<file path="src/rtl/regfile_pkg.sv">
// Shared constants and state encoding for the multi-port register file.
package regfile_pkg;

    // Default geometry: 32 registers of 32 bits.
    localparam int DATA_W_DEF = 32;
    localparam int ADDR_W_DEF = 5;

    // Clear-sweep controller states.
    typedef enum logic {
        RF_INIT = 1'b0,
        RF_RUN  = 1'b1
    } rf_state_e;

endpackage : regfile_pkg

</file>
<file path="src/rtl/regfile_mp_if.sv">
// Bus bundle for regfile_mp: read ports, two write ports, scoreboard alloc and ready.
interface regfile_mp_if
    import regfile_pkg::*;
#(
    parameter int DATA_W = DATA_W_DEF,
    parameter int ADDR_W = ADDR_W_DEF,
    parameter int NUM_RD = 2
) ();

    logic                     ready_o;
    logic [NUM_RD*ADDR_W-1:0] rd_addr_i;
    logic [NUM_RD*DATA_W-1:0] rd_data_o;
    logic [NUM_RD-1:0]        rd_pend_o;
    logic                     we0_i;
    logic [ADDR_W-1:0]        waddr0_i;
    logic [DATA_W-1:0]        wdata0_i;
    logic                     we1_i;
    logic [ADDR_W-1:0]        waddr1_i;
    logic [DATA_W-1:0]        wdata1_i;
    logic                     alloc_i;
    logic [ADDR_W-1:0]        alloc_addr_i;

    // Register-file side.
    modport slave (
        output ready_o, rd_data_o, rd_pend_o,
        input  rd_addr_i, we0_i, waddr0_i, wdata0_i,
        input  we1_i, waddr1_i, wdata1_i, alloc_i, alloc_addr_i
    );

    // Datapath / issue-stage side.
    modport master (
        input  ready_o, rd_data_o, rd_pend_o,
        output rd_addr_i, we0_i, waddr0_i, wdata0_i,
        output we1_i, waddr1_i, wdata1_i, alloc_i, alloc_addr_i
    );

endinterface : regfile_mp_if

</file>
<file path="src/rtl/regfile_init_ctrl.sv">
// Post-reset clear sweep: walks every address once, one per cycle, then reports ready.
module regfile_init_ctrl
    import regfile_pkg::*;
#(
    parameter int ADDR_W = ADDR_W_DEF
) (
    input  logic              clk,
    input  logic              rst_i,
    output logic              clr_en,
    output logic [ADDR_W-1:0] clr_addr,
    output logic              ready
);

    rf_state_e         state_q, state_d;
    logic [ADDR_W-1:0] cnt_q, cnt_d;

    // State and sweep counter; reset restarts the sweep from address 0.
    always_ff @(posedge clk) begin
        if (rst_i) begin
            state_q <= RF_INIT;
            cnt_q   <= '0;
        end else begin
            state_q <= state_d;
            cnt_q   <= cnt_d;
        end
    end

    // Next state: clear the current address, leave INIT after the last one.
    always_comb begin
        state_d = state_q;
        cnt_d   = cnt_q;
        clr_en  = 1'b0;
        case (state_q)
            RF_INIT: begin
                // The counter is being zeroed on a reset edge, so no clear then.
                clr_en = !rst_i;
                cnt_d  = cnt_q + 1'b1;
                if (cnt_q == {ADDR_W{1'b1}}) begin
                    state_d = RF_RUN;
                end
            end
            RF_RUN: begin
                state_d = RF_RUN;
            end
            default: begin
                state_d = RF_INIT;
            end
        endcase
    end

    assign clr_addr = cnt_q;
    assign ready    = (state_q == RF_RUN);

endmodule : regfile_init_ctrl

</file>
<file path="src/rtl/regfile_mp.sv">
// Multi-port register file: two prioritised write ports, NUM_RD combinational read
// ports with optional same-cycle bypass, and a per-register pending scoreboard.
module regfile_mp
    import regfile_pkg::*;
#(
    parameter int DATA_W   = DATA_W_DEF,
    parameter int ADDR_W   = ADDR_W_DEF,
    parameter int NUM_RD   = 2,
    parameter int ZERO_REG = 1,
    parameter int BYPASS   = 1
) (
    input  logic         clk,
    input  logic         rst_i,
    regfile_mp_if.slave  bus
);

    localparam int DEPTH = 1 << ADDR_W;

    logic              clr_en;
    logic [ADDR_W-1:0] clr_addr;
    logic              ready;

    logic [DATA_W-1:0] regs_q [DEPTH];
    logic [DEPTH-1:0]  pend_q, pend_d;

    logic wr0_acc, wr1_acc, alloc_acc;
    logic wr0_zero, wr1_zero, alloc_zero;

    logic [NUM_RD*DATA_W-1:0] rd_data;
    logic [NUM_RD-1:0]        rd_pend;

    regfile_init_ctrl #(
        .ADDR_W (ADDR_W)
    ) u_init (
        .clk      (clk),
        .rst_i    (rst_i),
        .clr_en   (clr_en),
        .clr_addr (clr_addr),
        .ready    (ready)
    );

    assign bus.ready_o = ready;

    // Register 0 is hard-wired when ZERO_REG is set: writes and allocs to it vanish.
    assign wr0_zero   = (ZERO_REG != 0) && (bus.waddr0_i == '0);
    assign wr1_zero   = (ZERO_REG != 0) && (bus.waddr1_i == '0);
    assign alloc_zero = (ZERO_REG != 0) && (bus.alloc_addr_i == '0);

    // Requests count only in RUN and never on a reset edge.
    assign wr0_acc   = ready && !rst_i && bus.we0_i   && !wr0_zero;
    assign wr1_acc   = ready && !rst_i && bus.we1_i   && !wr1_zero;
    assign alloc_acc = ready && !rst_i && bus.alloc_i && !alloc_zero;

    // Storage: sweep clears during INIT; in RUN port 1 is applied last so it wins a tie.
    always_ff @(posedge clk) begin
        if (clr_en) begin
            regs_q[clr_addr] <= '0;
        end else begin
            if (wr0_acc) begin
                regs_q[bus.waddr0_i] <= bus.wdata0_i;
            end
            if (wr1_acc) begin
                regs_q[bus.waddr1_i] <= bus.wdata1_i;
            end
        end
    end

    // Scoreboard next state: writes retire a producer, an alloc (new producer) wins.
    always_comb begin
        pend_d = pend_q;
        if (wr0_acc) begin
            pend_d[bus.waddr0_i] = 1'b0;
        end
        if (wr1_acc) begin
            pend_d[bus.waddr1_i] = 1'b0;
        end
        if (alloc_acc) begin
            pend_d[bus.alloc_addr_i] = 1'b1;
        end
    end

    // Scoreboard register; reset clears every pending bit.
    always_ff @(posedge clk) begin
        if (rst_i) begin
            pend_q <= '0;
        end else begin
            pend_q <= pend_d;
        end
    end

    // One read port per iteration; all paths combinational from address and write inputs.
    for (genvar gi = 0; gi < NUM_RD; gi++) begin : g_rd
        logic [ADDR_W-1:0] ra;
        logic              ra_zero;
        logic              hit0, hit1;
        logic [DATA_W-1:0] rdata;
        logic              rpend;

        assign ra      = bus.rd_addr_i[gi*ADDR_W +: ADDR_W];
        assign ra_zero = (ZERO_REG != 0) && (ra == '0);
        assign hit0    = (BYPASS != 0) && wr0_acc && (bus.waddr0_i == ra);
        assign hit1    = (BYPASS != 0) && wr1_acc && (bus.waddr1_i == ra);

        // Read mux: zero register, then port 1 bypass, port 0 bypass, stored value.
        always_comb begin
            rdata = '0;
            rpend = 1'b0;
            if (ready) begin
                if (ra_zero) begin
                    rdata = '0;
                end else if (hit1) begin
                    rdata = bus.wdata1_i;
                end else if (hit0) begin
                    rdata = bus.wdata0_i;
                end else begin
                    rdata = regs_q[ra];
                end
                // A bypassed write has already delivered the value, so nothing is pending.
                rpend = pend_q[ra] && !hit0 && !hit1 && !ra_zero;
            end
        end

        assign rd_data[gi*DATA_W +: DATA_W] = rdata;
        assign rd_pend[gi]                  = rpend;
    end

    assign bus.rd_data_o = rd_data;
    assign bus.rd_pend_o = rd_pend;

endmodule : regfile_mp

</file>
<file path="src/flat_wrapper.sv">
// flat-port wrapper written by rule: the top's interface ports become plain ports
module regfile_mp_flat import regfile_pkg::*;
#(
    parameter int DATA_W   = DATA_W_DEF,
    parameter int ADDR_W   = ADDR_W_DEF,
    parameter int NUM_RD   = 2,
    parameter int ZERO_REG = 1,
    parameter int BYPASS   = 1
)
  (clk, rst_i, bus_ready_o, bus_rd_data_o, bus_rd_pend_o, bus_rd_addr_i, bus_we0_i, bus_waddr0_i, bus_wdata0_i, bus_we1_i, bus_waddr1_i, bus_wdata1_i, bus_alloc_i, bus_alloc_addr_i);
  regfile_mp_if #(.DATA_W(DATA_W), .ADDR_W(ADDR_W), .NUM_RD(NUM_RD)) bus_i ();
  input  logic clk;
  input  logic rst_i;
  output wire logic [$bits(bus_i.ready_o)-1:0] bus_ready_o;
  output wire logic [$bits(bus_i.rd_data_o)-1:0] bus_rd_data_o;
  output wire logic [$bits(bus_i.rd_pend_o)-1:0] bus_rd_pend_o;
  input wire logic [$bits(bus_i.rd_addr_i)-1:0] bus_rd_addr_i;
  input wire logic [$bits(bus_i.we0_i)-1:0] bus_we0_i;
  input wire logic [$bits(bus_i.waddr0_i)-1:0] bus_waddr0_i;
  input wire logic [$bits(bus_i.wdata0_i)-1:0] bus_wdata0_i;
  input wire logic [$bits(bus_i.we1_i)-1:0] bus_we1_i;
  input wire logic [$bits(bus_i.waddr1_i)-1:0] bus_waddr1_i;
  input wire logic [$bits(bus_i.wdata1_i)-1:0] bus_wdata1_i;
  input wire logic [$bits(bus_i.alloc_i)-1:0] bus_alloc_i;
  input wire logic [$bits(bus_i.alloc_addr_i)-1:0] bus_alloc_addr_i;
  assign bus_ready_o = bus_i.ready_o;
  assign bus_rd_data_o = bus_i.rd_data_o;
  assign bus_rd_pend_o = bus_i.rd_pend_o;
  assign bus_i.rd_addr_i = bus_rd_addr_i;
  assign bus_i.we0_i = bus_we0_i;
  assign bus_i.waddr0_i = bus_waddr0_i;
  assign bus_i.wdata0_i = bus_wdata0_i;
  assign bus_i.we1_i = bus_we1_i;
  assign bus_i.waddr1_i = bus_waddr1_i;
  assign bus_i.wdata1_i = bus_wdata1_i;
  assign bus_i.alloc_i = bus_alloc_i;
  assign bus_i.alloc_addr_i = bus_alloc_addr_i;
  regfile_mp #(.DATA_W(DATA_W), .ADDR_W(ADDR_W), .NUM_RD(NUM_RD), .ZERO_REG(ZERO_REG), .BYPASS(BYPASS)) u_core (.clk(clk), .rst_i(rst_i), .bus(bus_i));
endmodule
</file>
<file path="config.mk">
export PLATFORM = sky130hd
export DESIGN_NAME = regfile_mp_flat
export DESIGN_NICKNAME = d
export VERILOG_FILES = /design/src/rtl/regfile_pkg.sv /design/src/rtl/regfile_mp_if.sv /design/src/rtl/regfile_init_ctrl.sv /design/src/rtl/regfile_mp.sv /design/src/flat_wrapper.sv
export SDC_FILE = /design/constraint.sdc
export NUM_CORES = 2
export LEC_CHECK = 0
export BUFFER_PORTS_ARGS = -buffer_cell sky130_fd_sc_hd__buf_2
export CAP_MARGIN = 30
export CORE_MARGIN = 5
export CORE_UTILIZATION = 60
export CTS_CLUSTER_SIZE = 28
export DETAILED_ROUTE_END_ITERATION = 16
export PLACE_DENSITY = 0.77
export SETUP_SLACK_MARGIN = 0.4
export SYNTH_ARGS = -nofsm -noshare
export SYNTH_HDL_FRONTEND = slang
export SYNTH_HIERARCHICAL = 1
export SYNTH_SLANG_ARGS = --single-unit
</file>
<file path="constraint.sdc">
create_clock -name clk -period 5.5 [get_ports clk]
set_input_delay 1.1 -clock clk [delete_from_list [all_inputs] [get_ports clk]]
set_output_delay 1.1 -clock clk [all_outputs]
set_load 0.02 [all_outputs]
</file>
== After elaboration in Yosys (flattened, before gate mapping) ==
Memories as Yosys holds them, arrays and structs flattened.
Cells that the tools add are included.

* Logic and storage cells: 97
* Output and inout bits: 67
* Memories kept: 1
* Register bits: 38
* Bits in writable memories: 1024

* Bitwise operators: 6
* Magnitude comparators: 8
* Reduce and logical (&&, ||, !) cells: 36
* Multiplexer cells: 37
* Add/sub/neg operators: 1
* Equal/unequal tests: 5

{| class="wikitable"
|+ Memory list
! memory !! words !! width !! rd ports !! clocked after memory_dff !! write ports !! RTL line !! text
|-
| u_core.regs_q || 32 || 32 || 2 || 0 || 2 || regfile_mp.sv:23 || <nowiki>logic [DATA_W-1:0] regs_q [DEPTH];</nowiki>
|}

{| class="wikitable"
|+ Operators by type and width
! operator !! count
|-
| 32-bit 2-to-1 mux || 12
|-
| 32-bit bitwise AND || 2
|-
| 32-bit NOT || 2
|-
| 32-bit bitwise OR || 1
|-
| 32-bit OR reduction || 1
|-
| 5-bit by 6-bit less-than comparator with 1-bit output (second input constant) || 5
|-
| 5-bit zero test || 5
|-
| 5-bit equality test || 4
|-
| 1-bit logical AND || 20
|-
| 1-bit 2-to-1 mux || 18
|-
| 1-bit demux with 5-bit select || 3
|-
| 5-bit by 1-bit >= comparator with 1-bit output (second input constant) || 3
|-
| 1-bit binary-select mux with 5-bit select || 2
|-
| 1-bit zero test || 10
|-
| 5-bit by 1-bit adder with 5-bit output (second input constant) || 1
|-
| 5-bit equality test (second input constant) || 1
|-
| 5-bit 2-to-1 mux || 1
|-
| 1-bit case mux with 2 select lines || 1
|-
| 1-bit NOT || 1
|}

== Depth between registers and ports, before layout ==
* Depth in word-level cells: 11
* Mapped depth: 11

== By module ==
The synthesis kept the hierarchy.

{| class="wikitable"
|+ Modules (own cells, without submodules)
! module !! times used !! cells each !! area an instance (um^2)
|-
| regfile_mp || 1 || 5575 || 62477.4
|-
| regfile_init_ctrl || 1 || 25 || 271.5
|}

== Least setup slack after synthesis ==
OpenSTA, ideal clock, no wires.

* Path kind: input-to-reg
* From: input bus_waddr0_i[2]
* To: memory u_core/regs_q[3][0] in the netlist's numbering (enable)
* Arrival time: 4.018 ns
* Stages on the path: 9
* Path slack: 1.049 ns
* Library setup time: 0.433 ns
* Buffers on the path: 4
* Required time: 5.067 ns
* Cell sequence: buf_2 -> nor3_4 -> a211oi_1 -> buf_2 -> buf_6 -> buf_2 -> nor4_1 -> a21oi_1 -> o22ai_1

{| class="wikitable"
|+ RTL lines
! element !! RTL line !! text
|-
| start: declaration || flat_wrapper.sv:19 || <nowiki>input wire logic [$bits(bus_i.waddr0_i)-1:0] bus_waddr0_i;</nowiki>
|-
| end: declaration || regfile_mp.sv:23 ||
|}

== Final worst setup path ==
* From: input bus_rd_addr_i[4]
* To: output bus_rd_data_o[5]

* Word-level cells in the longest chain between the ends: 6
* Elaborated cells on any way between the ends: 10
* Classes of those cells: eq/ne: 2; mux: 4; reduce/logical: 3; memory: 1

{| class="wikitable"
|+ RTL lines
! element !! RTL line !! text
|-
| start: declaration || flat_wrapper.sv:17 || <nowiki>input wire logic [$bits(bus_i.rd_addr_i)-1:0] bus_rd_addr_i;</nowiki>
|-
| branches (longest 4 deep; another with memory read 32 x 32 bit) || - ||
|-
| 32-bit 2-to-1 mux (*) || regfile_mp.sv:109 || <nowiki>if (ra_zero) begin</nowiki>
|-
| 32-bit 2-to-1 mux (*) || regfile_mp.sv:108 || <nowiki>if (ready) begin</nowiki>
|-
| end: declaration || flat_wrapper.sv:15 || <nowiki>output wire logic [$bits(bus_i.rd_data_o)-1:0] bus_rd_data_o;</nowiki>
|}

Mark *: on every way between the ends.

==> run_results.csv <==
group,metric,value,unit
floorplanning,die_w,333,um
setup_path,path_cells,"buf_2 > nor2_4 > buf_4 > buf_4 > a22oi_1 > a31oi_1 > a311oi_1 > a221o_1 > buf_2",
clocking,ctsRootBufferMaster,"clkbuf_16",
global_routing,track_usage,0.410,
synthesis,ys_ff_latch,1062,
placement,hpwl,138000,um
synthesis,synth_top_area_frac,0.490,
placement,gp_congestion,0.962,
clocking,insertion_delay,0.74,ns
finish,drive_gt1_frac,0.176,
power,ir_drop,249,uV
timing,period_needed,4.91,ns
clocking,ctsResizeCount,0,
route,wl_per_cell,34.2,um
timing,skew,0.0406,ns
timing,tightest_slew,1.17,ns
setup_path,required,4.40,ns
route,drtIter0Drc,9007,
clocking,cts.hold.buffers_added,0,
timing,setup_viol,0,
global_routing,gr-total-overflow,0,
global_routing,grt_pass1_vias,50100,
floorplanning,num_rows,118,
finish,layoutNonFillerInstCount,6901,
synthesis,synth_ff_type,"edfxtp_1",
synthesis,synth_edf_count,1024,
route,vias_per_cell,7.52,
clocking,cts_buffers,110,
route,first_pass_iters,9,
floorplanning,dieArea,0.111,sq mm
synthesis,yosys_warnings,6,
synthesis,synth_common_cells,"nand2_1 (1,031), edfxtp_1 (1,024), o21ai_0 (902)",
timing,rsz0062_at_grt,"false",
setup_path,crit_fanout,43,
synthesis,synthArstFlopShare,0,
global_routing,antenna_found_initial,9,
synthesis,synthesis.area,0.0627,sq mm
setup_path,crit_type,"input port to primary output",
synthesis,synth_area_leaders,"edfxtp_1 (49%), mux2i_1 (11%), mux4_2 (9.8%), o21ai_0 (7.2%), nand2_1 (6.2%)",
setup_path,critPathLaunchType,"input port",
global_routing,grt_max_degree,105,
route,wl,236000,um
finish,multi_input_area,0.0286,sq mm
setup_path,crit_buf_inv,4,
synthesis,ys_types,75,
finish,syn2layout_area_growth,9.89,%
finish,fillers,7364,
floorplanning,num_io_pins,161,
timing,fmax,204,MHz
power,p_leak,22.1,nW
timing,drv_slew,0,
route,drc,0,
synthesis,yosysMostFrequentCell,"nand2_1",
clocking,cts_setup_buffers,0,
synthesis,synthCells,5600,
clocking,path_clk_slew,0.06,ns
power,p_per_area,262,mW/mm^2
floorplanning,die_y,333,um
clocking,cts_max_level,3,
timing,timing_hold_violations_final,0,
synthesis,yosysSeqAreaShare,0.502,
global_routing,met2_usage,0.604,
placement,dp_cells,6687,
global_routing,top_usage_layer,"met2",
synthesis,yosys.area.top_type,"edfxtp_1",
synthesis,synth_nets,5696,
floorplanning,start_util,0.605,
run,maxCapViolations,0,
timing,fin_crit_sh,0.892,
global_routing,grt_use_met1,0.489,
timing,finalSetupTns,0,ns
clocking,cts_sinks,1062,
route,antenna_left,0,
timing,slew_headroom,0.217,
setup_path,worstSetupEndpointType,"primary output",
setup_path,critical_path.max_stage_delay,0.81,ns
placement,portBuffers,160,
route,via_count,51900,
floorplanning,coreArea,0.104,sq mm
setup_path,crit_family,"buffers and inverters",
synthesis,avgSynthCellArea,11.2,sq um
finish,seq_area,0.0315,sq mm
setup_path,cp_slowest_cell,"buf_4",
global_routing,grt_pass1_wl,334000,um
clocking,cts_buffer_depth,3,
finish,fin_nets,5522,
setup_path,arrival,3.81,ns
hold_path,hold_class,"flop to flop",
global_routing,use_met3,0.146,
run_status,status,"complete, no violations",
clocking,cts_tree,"built",
## final timing paths
| kind | startpoint | endpoint | slack, ns | depth (start not counted) |
|---|---|---|---|---|
| min | u_core/pend_q[0] | u_core/pend_q[0] | 0.48 | 1 |
| max reg2reg | u_core/u_init/ready | u_core/regs_q[15][26] | 1.47 | 9 |
| min reg2reg | u_core/pend_q[0] | u_core/pend_q[0] | 0.48 | 1 |
| max | bus_rd_addr_i[4] | bus_rd_data_o[5] | 0.59 | 9 |
## cell families after synthesis
group | count (synthesis) | share of synthesized area
AOI/OAI and AO/OA | 1442 | 0.137
and+or+nand+nor | 1383 | 0.0971
DFF | 1062 | 0.502
muxes | 949 | 0.206
buffers and inverters | 739 | 0.0540
xor gates and xnor gates | 23 | 0.00321
adders and majority gates | 2 | 0.000399
## layout by cell type, fill, tap and decap left out, types with 64 or more instances in the layout
cell type	n
buf_2	156
o21ai_0	902
nor2_1	64
mux2i_1	671
nand2_1	1001
nand3_1	68
clkbuf_16	112
edfxtp_1	1024
mux4_2	274
a22oi_1	219
o22ai_1	122
buf_4	172
## where the power goes
group / leakage (nW) / total [mW] / switching, mW / internal, mW
clock network: 1.80 / 7.76 / 3.32 / 4.44
logic: 12.2 / 1.47 / 0.967 / 0.506
registers: 8.10 / 8.82 / 0.0304 / 8.79
## flip-flops by register name, summed over array words and instances (netlist names)
register / cells
u_core/u_init/ready: 1
u_core/regs_q: 1024
u_core/u_init/clr_addr: 5
u_core/pend_q: 32
## cell type report
class | instances | area share
Antenna cell | 4 | 0.000145
Clock buffer | 139 | 0.0426
Clock inverter | 64 | 0.0107
Inverter | 70 | 0.00381
Multi-Input combinational cell | 3799 | 0.415
Sequential cell | 1062 | 0.457
Tap cell | 1380 | 0.0250
Timing Repair Buffer | 383 | 0.0455
## per-stage QoR
stage                     area, sq um  setup WS, ns  hold slack (ns)  total power, mW  utilization
after floorplan                 62700          1.05            0.451             9.86            -
after global placement          64900         0.597            0.466             10.4        0.626
after detailed placement        65200         0.690            0.480             10.4        0.629
after CTS                       68800         0.672            0.489             17.9        0.664
after global routing            68900         0.576            0.507             18.4        0.665
final                           69000         0.592            0.484             18.1        0.665
## metal layers
metal	routed length, um	share of wire
met2	100000	0.42
met5	110	0.00047
met4	24400	0.10
met3	39400	0.17
met1	71900	0.30
No activity file was read; power rests on OpenSTA's default activity.
